===== src/rtl/breath_pkg.sv =====
// Shared definitions for the PWM duty meter: FSM states and trend codes.
package breath_pkg;

  typedef enum logic [1:0] {
    IDLE  = 2'd0,
    HIGH  = 2'd1,
    LOW   = 2'd2,
    STUCK = 2'd3
  } meas_state_t;

  localparam logic [1:0] TREND_EQ = 2'b00;
  localparam logic [1:0] TREND_UP = 2'b01;
  localparam logic [1:0] TREND_DN = 2'b10;

  // Without a valid previous measurement the trend is always "equal".
  function automatic logic [1:0] trend_code(input logic ref_ok,
                                            input logic up,
                                            input logic dn);
    if (!ref_ok) return TREND_EQ;
    if (up)      return TREND_UP;
    if (dn)      return TREND_DN;
    return TREND_EQ;
  endfunction

endpackage


===== src/rtl/sync_edge_detect.sv =====
// Multi-flop synchronizer for an asynchronous input plus rise/fall detection.
// SYNC_STAGES must be at least 2.
module sync_edge_detect #(
  parameter int unsigned SYNC_STAGES = 2
) (
  input  logic clk,
  input  logic rst_n,
  input  logic d,
  output logic s,
  output logic rise,
  output logic fall
);

  logic [SYNC_STAGES-1:0] chain;
  logic                   s_d;

  always_ff @(posedge clk or negedge rst_n) begin
    if (!rst_n) begin
      chain <= '0;
      s_d   <= 1'b0;
    end else begin
      chain <= {chain[SYNC_STAGES-2:0], d};
      s_d   <= chain[SYNC_STAGES-1];
    end
  end

  assign s    = chain[SYNC_STAGES-1];
  assign rise = s & ~s_d;
  assign fall = ~s & s_d;

endmodule


===== src/rtl/pwm_duty_meter.sv =====
// PWM duty meter: measures high time and period of a PWM input, flags a
// stuck input and reports the brightness trend between consecutive periods.
module pwm_duty_meter
  import breath_pkg::*;
#(
  parameter int unsigned CNT_W       = 16,
  parameter int unsigned TIMEOUT     = 50000,
  parameter int unsigned SYNC_STAGES = 2
) (
  input  logic             CLK_50MHz,
  input  logic             reset_n,
  input  logic             enable,
  input  logic             pwm_in,
  output logic [CNT_W-1:0] high_cnt,
  output logic [CNT_W-1:0] period_cnt,
  output logic             meas_valid,
  output logic             stuck,
  output logic             stuck_level,
  output logic [1:0]       trend
);

  localparam logic [CNT_W-1:0] TIMEOUT_C = CNT_W'(TIMEOUT);
  localparam logic [CNT_W-1:0] ONE       = CNT_W'(1);

  logic s;
  logic rise;
  logic fall;

  sync_edge_detect #(
    .SYNC_STAGES(SYNC_STAGES)
  ) u_sync (
    .clk  (CLK_50MHz),
    .rst_n(reset_n),
    .d    (pwm_in),
    .s    (s),
    .rise (rise),
    .fall (fall)
  );

  logic [CNT_W-1:0] edge_cnt;
  logic             any_edge;
  logic             timeout;

  assign any_edge = rise | fall;
  // An edge in the same cycle as the timeout always wins.
  assign timeout  = (edge_cnt == TIMEOUT_C) && !any_edge;

  always_ff @(posedge CLK_50MHz or negedge reset_n) begin
    if (!reset_n) begin
      edge_cnt <= '0;
    end else if (any_edge) begin
      edge_cnt <= '0;
    end else if (edge_cnt != TIMEOUT_C) begin
      edge_cnt <= edge_cnt + ONE;
    end
  end

  meas_state_t      state_q, state_d;
  logic [CNT_W-1:0] hi_q, hi_d;
  logic [CNT_W-1:0] per_q, per_d;
  logic             publish;
  logic             stuck_set;
  logic             stuck_clr;
  logic             ref_clr;
  logic             ref_valid;

  always_comb begin
    state_d   = state_q;
    hi_d      = hi_q;
    per_d     = per_q;
    publish   = 1'b0;
    stuck_set = 1'b0;
    stuck_clr = 1'b0;
    ref_clr   = 1'b0;

    if (!enable) begin
      state_d   = IDLE;
      hi_d      = '0;
      per_d     = '0;
      stuck_clr = 1'b1;
      ref_clr   = 1'b1;
    end else begin
      unique case (state_q)
        IDLE: begin
          hi_d  = '0;
          per_d = '0;
          if (rise) begin
            state_d = HIGH;
            hi_d    = ONE;
            per_d   = ONE;
          end else if (timeout) begin
            state_d   = STUCK;
            stuck_set = 1'b1;
            ref_clr   = 1'b1;
          end
        end
        HIGH: begin
          if (fall) begin
            state_d = LOW;
            per_d   = per_q + ONE;
          end else if (timeout) begin
            state_d   = STUCK;
            stuck_set = 1'b1;
            ref_clr   = 1'b1;
            hi_d      = '0;
            per_d     = '0;
          end else begin
            hi_d  = hi_q + ONE;
            per_d = per_q + ONE;
          end
        end
        LOW: begin
          if (rise) begin
            // Publish the finished period; the rise cycle opens the next one.
            publish = 1'b1;
            state_d = HIGH;
            hi_d    = ONE;
            per_d   = ONE;
          end else if (timeout) begin
            state_d   = STUCK;
            stuck_set = 1'b1;
            ref_clr   = 1'b1;
            hi_d      = '0;
            per_d     = '0;
          end else begin
            per_d = per_q + ONE;
          end
        end
        STUCK: begin
          hi_d  = '0;
          per_d = '0;
          if (rise) begin
            state_d   = HIGH;
            hi_d      = ONE;
            per_d     = ONE;
            stuck_clr = 1'b1;
          end else if (fall) begin
            state_d   = IDLE;
            stuck_clr = 1'b1;
          end
        end
        default: begin
          state_d = IDLE;
          hi_d    = '0;
          per_d   = '0;
        end
      endcase
    end
  end

  always_ff @(posedge CLK_50MHz or negedge reset_n) begin
    if (!reset_n) begin
      state_q     <= IDLE;
      hi_q        <= '0;
      per_q       <= '0;
      high_cnt    <= '0;
      period_cnt  <= '0;
      meas_valid  <= 1'b0;
      stuck       <= 1'b0;
      stuck_level <= 1'b0;
      trend       <= TREND_EQ;
      ref_valid   <= 1'b0;
    end else begin
      state_q    <= state_d;
      hi_q       <= hi_d;
      per_q      <= per_d;
      meas_valid <= publish;

      if (publish) begin
        high_cnt   <= hi_q;
        period_cnt <= per_q;
        trend      <= trend_code(ref_valid, hi_q > high_cnt, hi_q < high_cnt);
        ref_valid  <= 1'b1;
      end else if (ref_clr) begin
        ref_valid <= 1'b0;
      end

      if (stuck_set) begin
        stuck       <= 1'b1;
        stuck_level <= s;
      end else if (stuck_clr) begin
        stuck <= 1'b0;
      end
    end
  end

endmodule


===== config.mk =====
export PLATFORM = sky130hd
export DESIGN_NAME = pwm_duty_meter
export DESIGN_NICKNAME = d
export VERILOG_FILES = /design/src/rtl/breath_pkg.sv /design/src/rtl/sync_edge_detect.sv /design/src/rtl/pwm_duty_meter.sv
export SDC_FILE = /design/constraint.sdc
export NUM_CORES = 1
export LEC_CHECK = 0
export ABC_CLOCK_PERIOD_IN_PS = 2250
export CORE_ASPECT_RATIO = 1.75
export CORE_UTILIZATION = 50
export CTS_BUF_LIST = sky130_fd_sc_hd__clkbuf_8
export DETAILED_ROUTE_END_ITERATION = 8
export PLACE_DENSITY = 0.73
export SLEW_MARGIN = 20
export SYNTH_ARGS = -nofsm -noshare
export SYNTH_HDL_FRONTEND = slang
export SYNTH_SLANG_ARGS = --single-unit

===== constraint.sdc =====
create_clock -name CLK_50MHz -period 2.25 [get_ports CLK_50MHz]
set_input_delay 0.225 -clock CLK_50MHz [delete_from_list [all_inputs] [get_ports CLK_50MHz]]
set_output_delay 0.225 -clock CLK_50MHz [all_outputs]
set_load 0.05 [all_outputs]

Word level (Yosys, flattened, before mapping)
Index checks and enable logic that the tools add are counted.

word-level totals
  bits in registers = 91
  output and inout bits = 37
  word-level logic and storage cells = 93

operators by class
  add/subtract/negate cells = 3
  equality and inequality tests = 8
  bitwise logic cells = 5
  reduce and logical (&&, ||, !) cells = 9
  mux-type cells = 53
  order comparisons = 2

operators with widths
  operator                                             number
  2-to-1 mux 16 bit                                    11
  case mux 16 bit (3 select lines)                     2
  adder 16 x 1 -> 16 bit, second input constant        3
  2-to-1 mux 1 bit                                     26
  2-to-1 mux 2 bit                                     12
  equality test 16 bit, second input constant          1
  > comparator 16 bit                                  1
  < comparator 16 bit                                  1
  != test 16 bit, second input constant                1
  != test 4 bit, second input constant                 2
  case mux 2 bit (3 select lines)                      1
  nonzero test 2 bit                                   3
  equality test 2 bit, second input constant           2
  OR reduction 2 bit                                   2
  != test 3 bit, second input constant                 1
  bitwise AND 1 bit                                    2
  equality test 2 x 1 -> 1 bit, second input constant  1
  zero test 2 bit                                      1
  NOT 1 bit                                            2
  case mux 1 bit (2 select lines)                      1
  AND reduction 2 bit                                  1
  logical AND 1 bit                                    1
  zero test 1 bit                                      1
  OR 1 bit                                             1

Depth between registers and ports, before layout
  word-level depth = 14
  gate-level depth with buffers = 10

Modules after synthesis
Synthesis repeated with hierarchy kept, for this count alone.

second synthesis, totals
  cell total of the unflattened synthesis = 495
  area total of the unflattened synthesis = 4794.6 µm²

by module, submodules not included
  module            cells each  times used  area an instance (µm²)  seq. area each (µm²)
  pwm_duty_meter    490         1           4704.5                  2202.1
  sync_edge_detect  5           1           90.1                    75.1

Worst setup path before layout
No wires, ideal clock.

  path kind = flip-flop to flip-flop
  start point = reg edge_cnt[0]
  end point = reg hi_q[12]
  stages on the path, launching flop included = 9
  slack = -55 ps
  arrival time = 2227 ps
  clock period less this slack = 2305 ps
  setup time = 78 ps
  required time = 2172 ps
  cells stage by stage = dfrtp_1 inv_1 ha_1 or4b_1 nor4_4 o21ai_2 buf_6 or4_1 a21oi_1

on the way
  word-level cells in the longest chain between the ends = 6
  elaborated cells on any way between the ends = 8
  those cells by class = eq/ne (2); mux (4); reduce/logical (2)

ends and longest elaborated chain
  item                              line                   text
  start: declaration                pwm_duty_meter.sv:40   logic [CNT_W-1:0] edge_cnt;
  start signal: assignment          pwm_duty_meter.sv:54   edge_cnt <= edge_cnt + ONE;
  equality test 16 bit (*)          pwm_duty_meter.sv:46   assign timeout = (edge_cnt == TIMEOUT_C) && !any_edge;
  logical AND 1 bit (*)             pwm_duty_meter.sv:46
  2-to-1 mux 16 bit                 pwm_duty_meter.sv:101  end else if (timeout) begin
  2-to-1 mux 16 bit                 pwm_duty_meter.sv:98   if (fall) begin
  case mux 16 bit (3 select lines)  pwm_duty_meter.sv:83   unique case (state_q)
  2-to-1 mux 16 bit                 pwm_duty_meter.sv:76   if (!enable) begin
  end signal: assignment            pwm_duty_meter.sv:165  hi_q <= hi_d;
  end: declaration                  pwm_duty_meter.sv:59   logic [CNT_W-1:0] hi_q, hi_d;

Mark *: on every way between the ends. The rest lies on a longest branch, timed or not. The select of a mux whose other input is x is not followed.
A chain may end at the register's enable or synchronous reset.

Worst setup path in the final report
  start point = reg edge_cnt[0]
  end point = reg hi_q[15]

Same word-level chain as after synthesis.

==> summary.log <==
qor: die.initial_core_util 51.6%
qor: clock_network.cts_bufs_inserted 9
qor: global_route.grt_antenna_before_repair 0
qor: final_layout.area_growth 22.8%
qor: drt.drt_iter0_markers 168
qor: run.max_cap_violations 0
qor: die.dieArea 9790 um^2
qor: critical_path.criticalPathCategory flop to flop
qor: global_route.via_count_of_the_first_global_routing_pass 3,506
qor: die.die_width 75.2 um
qor: synth.ys_seq_elements 91
qor: drt.detailedRoute.firstPassIterationCount 4
qor: place.hpwl 7030 um
qor: synth.synth.avg_cell_area 10.4 um^2
qor: critical_path.timing.critical_path.from_type flop
qor: final_layout.drive_above_1_share 18.5%
qor: timing.min_period 2.35 ns
qor: final_layout.layout.cell_area.non_filler 5760 um^2
qor: critical_path.worstPathCellList inv_1 > ha_1 > or4b_4 > nor4_4 > buf_4 > o2111ai_4 > buf_6 > or4_4 > a21oi_2
qor: drt.routed_wirelength 10000 um
qor: drt.ant_nets 0
qor: global_route.grt_max_degree 56
qor: worst_hold_path.holdCritPathClass input pin to flop
qor: worst_hold_path.worst_min_delay_path_startpoint pwm_in
qor: worst_hold_path.min_delay_path_depth 1
qor: critical_path.required 2.57 ns
qor: timing.grt_setup_unrepaired yes
qor: synth.synthFlopType sky130_fd_sc_hd__dfrtp_1
qor: critical_path.critPathBufInv 3
qor: clock_network.clock_tree.buffer_depth 2
qor: power_and_ir_drop.power.density 512 nW/um^2
qor: timing.timing.hold.ws 0.280 ns
qor: place.pre_cts_slack -0.0934 ns
qor: status.violations negative setup slack
qor: status.outcome finished, violations left
qor: critical_path.critPathSlowestCell sky130_fd_sc_hd__or4b_4
qor: clock_network.cts.sinks 91
qor: timing.fin_crit_sh 105%
qor: synth.synth_async_sr_flop_share 100%
qor: die.core.rowCount 46
qor: final_layout.n_antenna_cell 0
qor: synth.synth_edf_count 0
qor: drt.remaining_drc_errors 0
qor: power_and_ir_drop.power.static_leakage 2.52 nW
qor: synth.post_synth_num_cell_types 51
qor: timing.worst_slew_pin_slew 0.605 ns
qor: critical_path.critPathTopFamily simple AND/OR/NAND/NOR gates
qor: power_and_ir_drop.vdd_drop_max 0.474 mV
qor: critical_path.cp_endpoint_kind flop
qor: die.floorplan.io_pins 41
qor: critical_path.crit_fanout 5
qor: clock_network.cts_root_buffer sky130_fd_sc_hd__clkbuf_8
qor: synth.syn-instance-count 453
qor: critical_path.r2r-end hi_q[15]
qor: drt.routed-via-count 3,555
qor: synth.syn-num-nets 485
qor: critical_path.r2r_cells 9
qor: critical_path.reg2reg_slack -0.10 ns
qor: clock_network.cts_max_level 3
qor: place.placement.io_buffers 40
qor: timing.finalWorstSetupSlack -0.102 ns
qor: global_route.globalRouteTotalUtil 22.0%
qor: drt.wl_per_cell 15.4 um
qor: synth.syn_area 4690 um^2
qor: global_route.gr-total-overflow 0
qor: die.floorplan.core_area 9090 um^2
qor: timing.skew 0.0125 ns
qor: clock_network.tritoncts built
qor: timing.hold_viol_final 0
qor: clock_network.cts.reportedPaths.clkPinSlew 0.09 ns
qor: drt.post_detailed_route_via_to_cell_ratio 5.48
qor: critical_path.critical-path-max-stage-delay 0.48 ns
qor: synth.yosys_warnings 0
qor: final_layout.final_common_cell sky130_fd_sc_hd__dfrtp_1
qor: clock_network.clkLatencyLatePin 0.39 ns
qor: final_layout.nNetsFinal 556
qor: final_layout.layout_common_cells sky130_fd_sc_hd__dfrtp_1 (91), sky130_fd_sc_hd__clkdlybuf4s50_1 (39), sky130_fd_sc_hd__inv_1 (34)
qor: critical_path.arrival_worst_endpoint 2.68 ns
qor: critical_path.regToRegStartpoint edge_cnt[0]
qor: timing.setup_viol_count_final 26
qor: timing.relSlewSlack 59.3%
qor: place.dpl_cell_area 5400 um^2
qor: timing.count_of_pins_over_their_slew_limit 0
qor: die.die-height 130 um
qor: worst_hold_path.hold_path_end u_sync.chain[0]
qor: global_route.global_route_wire_length_before_repair 16,100 um
qor: timing.fmax 425 MHz
qor: synth.yosysSeqAreaShare 48.5%
qor: timing.fin_setup_tns -0.906 ns
qor: place.globalplace.congestion 0.911
## registers in the layout, indices dropped and copies added, names as in the netlist, 2 cells and up
register      cells
edge_cnt         16
hi_q             16
high_cnt         16
per_q            16
period_cnt       16
state_q           2
trend             2
u_sync.chain      2
## synth_stat cells, types with 4 or more instances
| cell type | instances | share of area (%) |
|---|---|---|
| sky130_fd_sc_hd__nor2_1 | 27 | 2.2 |
| sky130_fd_sc_hd__or3_1 | 11 | 1.5 |
| sky130_fd_sc_hd__nand4_1 | 11 | 1.5 |
| sky130_fd_sc_hd__a21oi_1 | 23 | 2.5 |
| sky130_fd_sc_hd__o21ai_0 | 26 | 2.8 |
| sky130_fd_sc_hd__xnor2_1 | 12 | 2.2 |
| sky130_fd_sc_hd__clkbuf_1 | 9 | 0.72 |
| sky130_fd_sc_hd__nor2b_1 | 5 | 0.67 |
| sky130_fd_sc_hd__o31ai_1 | 5 | 0.80 |
| sky130_fd_sc_hd__xor2_1 | 14 | 2.6 |
| sky130_fd_sc_hd__or4_1 | 6 | 0.96 |
| sky130_fd_sc_hd__dfrtp_1 | 91 | 49 |
| sky130_fd_sc_hd__mux2_2 | 29 | 7.0 |
| sky130_fd_sc_hd__nand2_1 | 31 | 2.5 |
| sky130_fd_sc_hd__a21o_1 | 4 | 0.64 |
| sky130_fd_sc_hd__nor4_1 | 4 | 0.53 |
| sky130_fd_sc_hd__nor3_1 | 4 | 0.43 |
| sky130_fd_sc_hd__and2_1 | 13 | 1.7 |
| sky130_fd_sc_hd__inv_1 | 34 | 2.7 |
| sky130_fd_sc_hd__nand3_1 | 19 | 2.0 |
| sky130_fd_sc_hd__ha_1 | 28 | 7.5 |
| sky130_fd_sc_hd__nand2b_1 | 4 | 0.53 |
| sky130_fd_sc_hd__a21boi_0 | 5 | 0.80 |
## layout make-up
type                       count  area (um^2)
multi-input combinational    315         2320
inverter                      34          128
fill                         781         3330
timing repair buffer          73          701
clock buffer                  10          138
clock inverter                 6         48.8
tap                          120          150
sequential                    91         2280
## kinds of logic after synthesis
logic type / Yosys count / share of synthesized area (%)
compound gates: 80 / 10.4
xor+xnor: 26 / 4.85
fa+ha+maj: 28 / 7.46
buf+inv: 47 / 4.03
flops: 91 / 48.5
mux: 30 / 7.17
simple gates: 151 / 17.6
## layer usage
layer  part of all wire (%)  wire [um]  vias to the layer above  global-route usage [%]
met4                    4.7        473                        0                    12.9
met5                      0          0                        -                       0
met2                     53       5320                       70                    37.7
li1                       -          -                     1728                       -
met3                    2.8        282                       31                    4.32
met1                     39       3920                     1726                    24.9
## through the flow
step / std cells / util [%] / total power, mW
6_report: 649 / 63.4 / 2.95
2_1_floorplan: 453 / - / 1.82
5_1_grt: 649 / 63.4 / 3.08
4_1_cts: 646 / 62.1 / 2.99
3_3_place_gp: 625 / 59.4 / 1.92
3_5_place_dp: 625 / 59.4 / 1.92
## where the power goes
group          internal [mW]  total, mW  switching [mW]
Sequential              1.65       1.67          0.0171
Combinational         0.0931      0.228           0.135
Clock                  0.442       1.05           0.609
## how the worst max path moves through the flow
stage / from / endpoint / cells after the start
2_1_floorplan: edge_cnt[0] / hi_q[12] / 8
3_3_place_gp: edge_cnt[0] / hi_q[15] / 8
3_5_place_dp: edge_cnt[0] / hi_q[15] / 8
4_1_cts: edge_cnt[0] / hi_q[15] / 9
5_1_grt: edge_cnt[0] / hi_q[15] / 9
6_report: edge_cnt[0] / hi_q[15] / 9
## repair_timing
| action | CTS | global route |
|---|---|---|
| buffers inserted | 4 | 2 |
| gates resized for setup | 4 | 18 |
| endpoints found under the hold margin | 36 | 0 |
| hold buffers | 1 | 0 |
| cloned | 0 | 1 |
| setup endpoints to repair | 24 | 28 |
| pin swaps | 1 | 10 |
No activity file was read; power rests on OpenSTA's default activity.
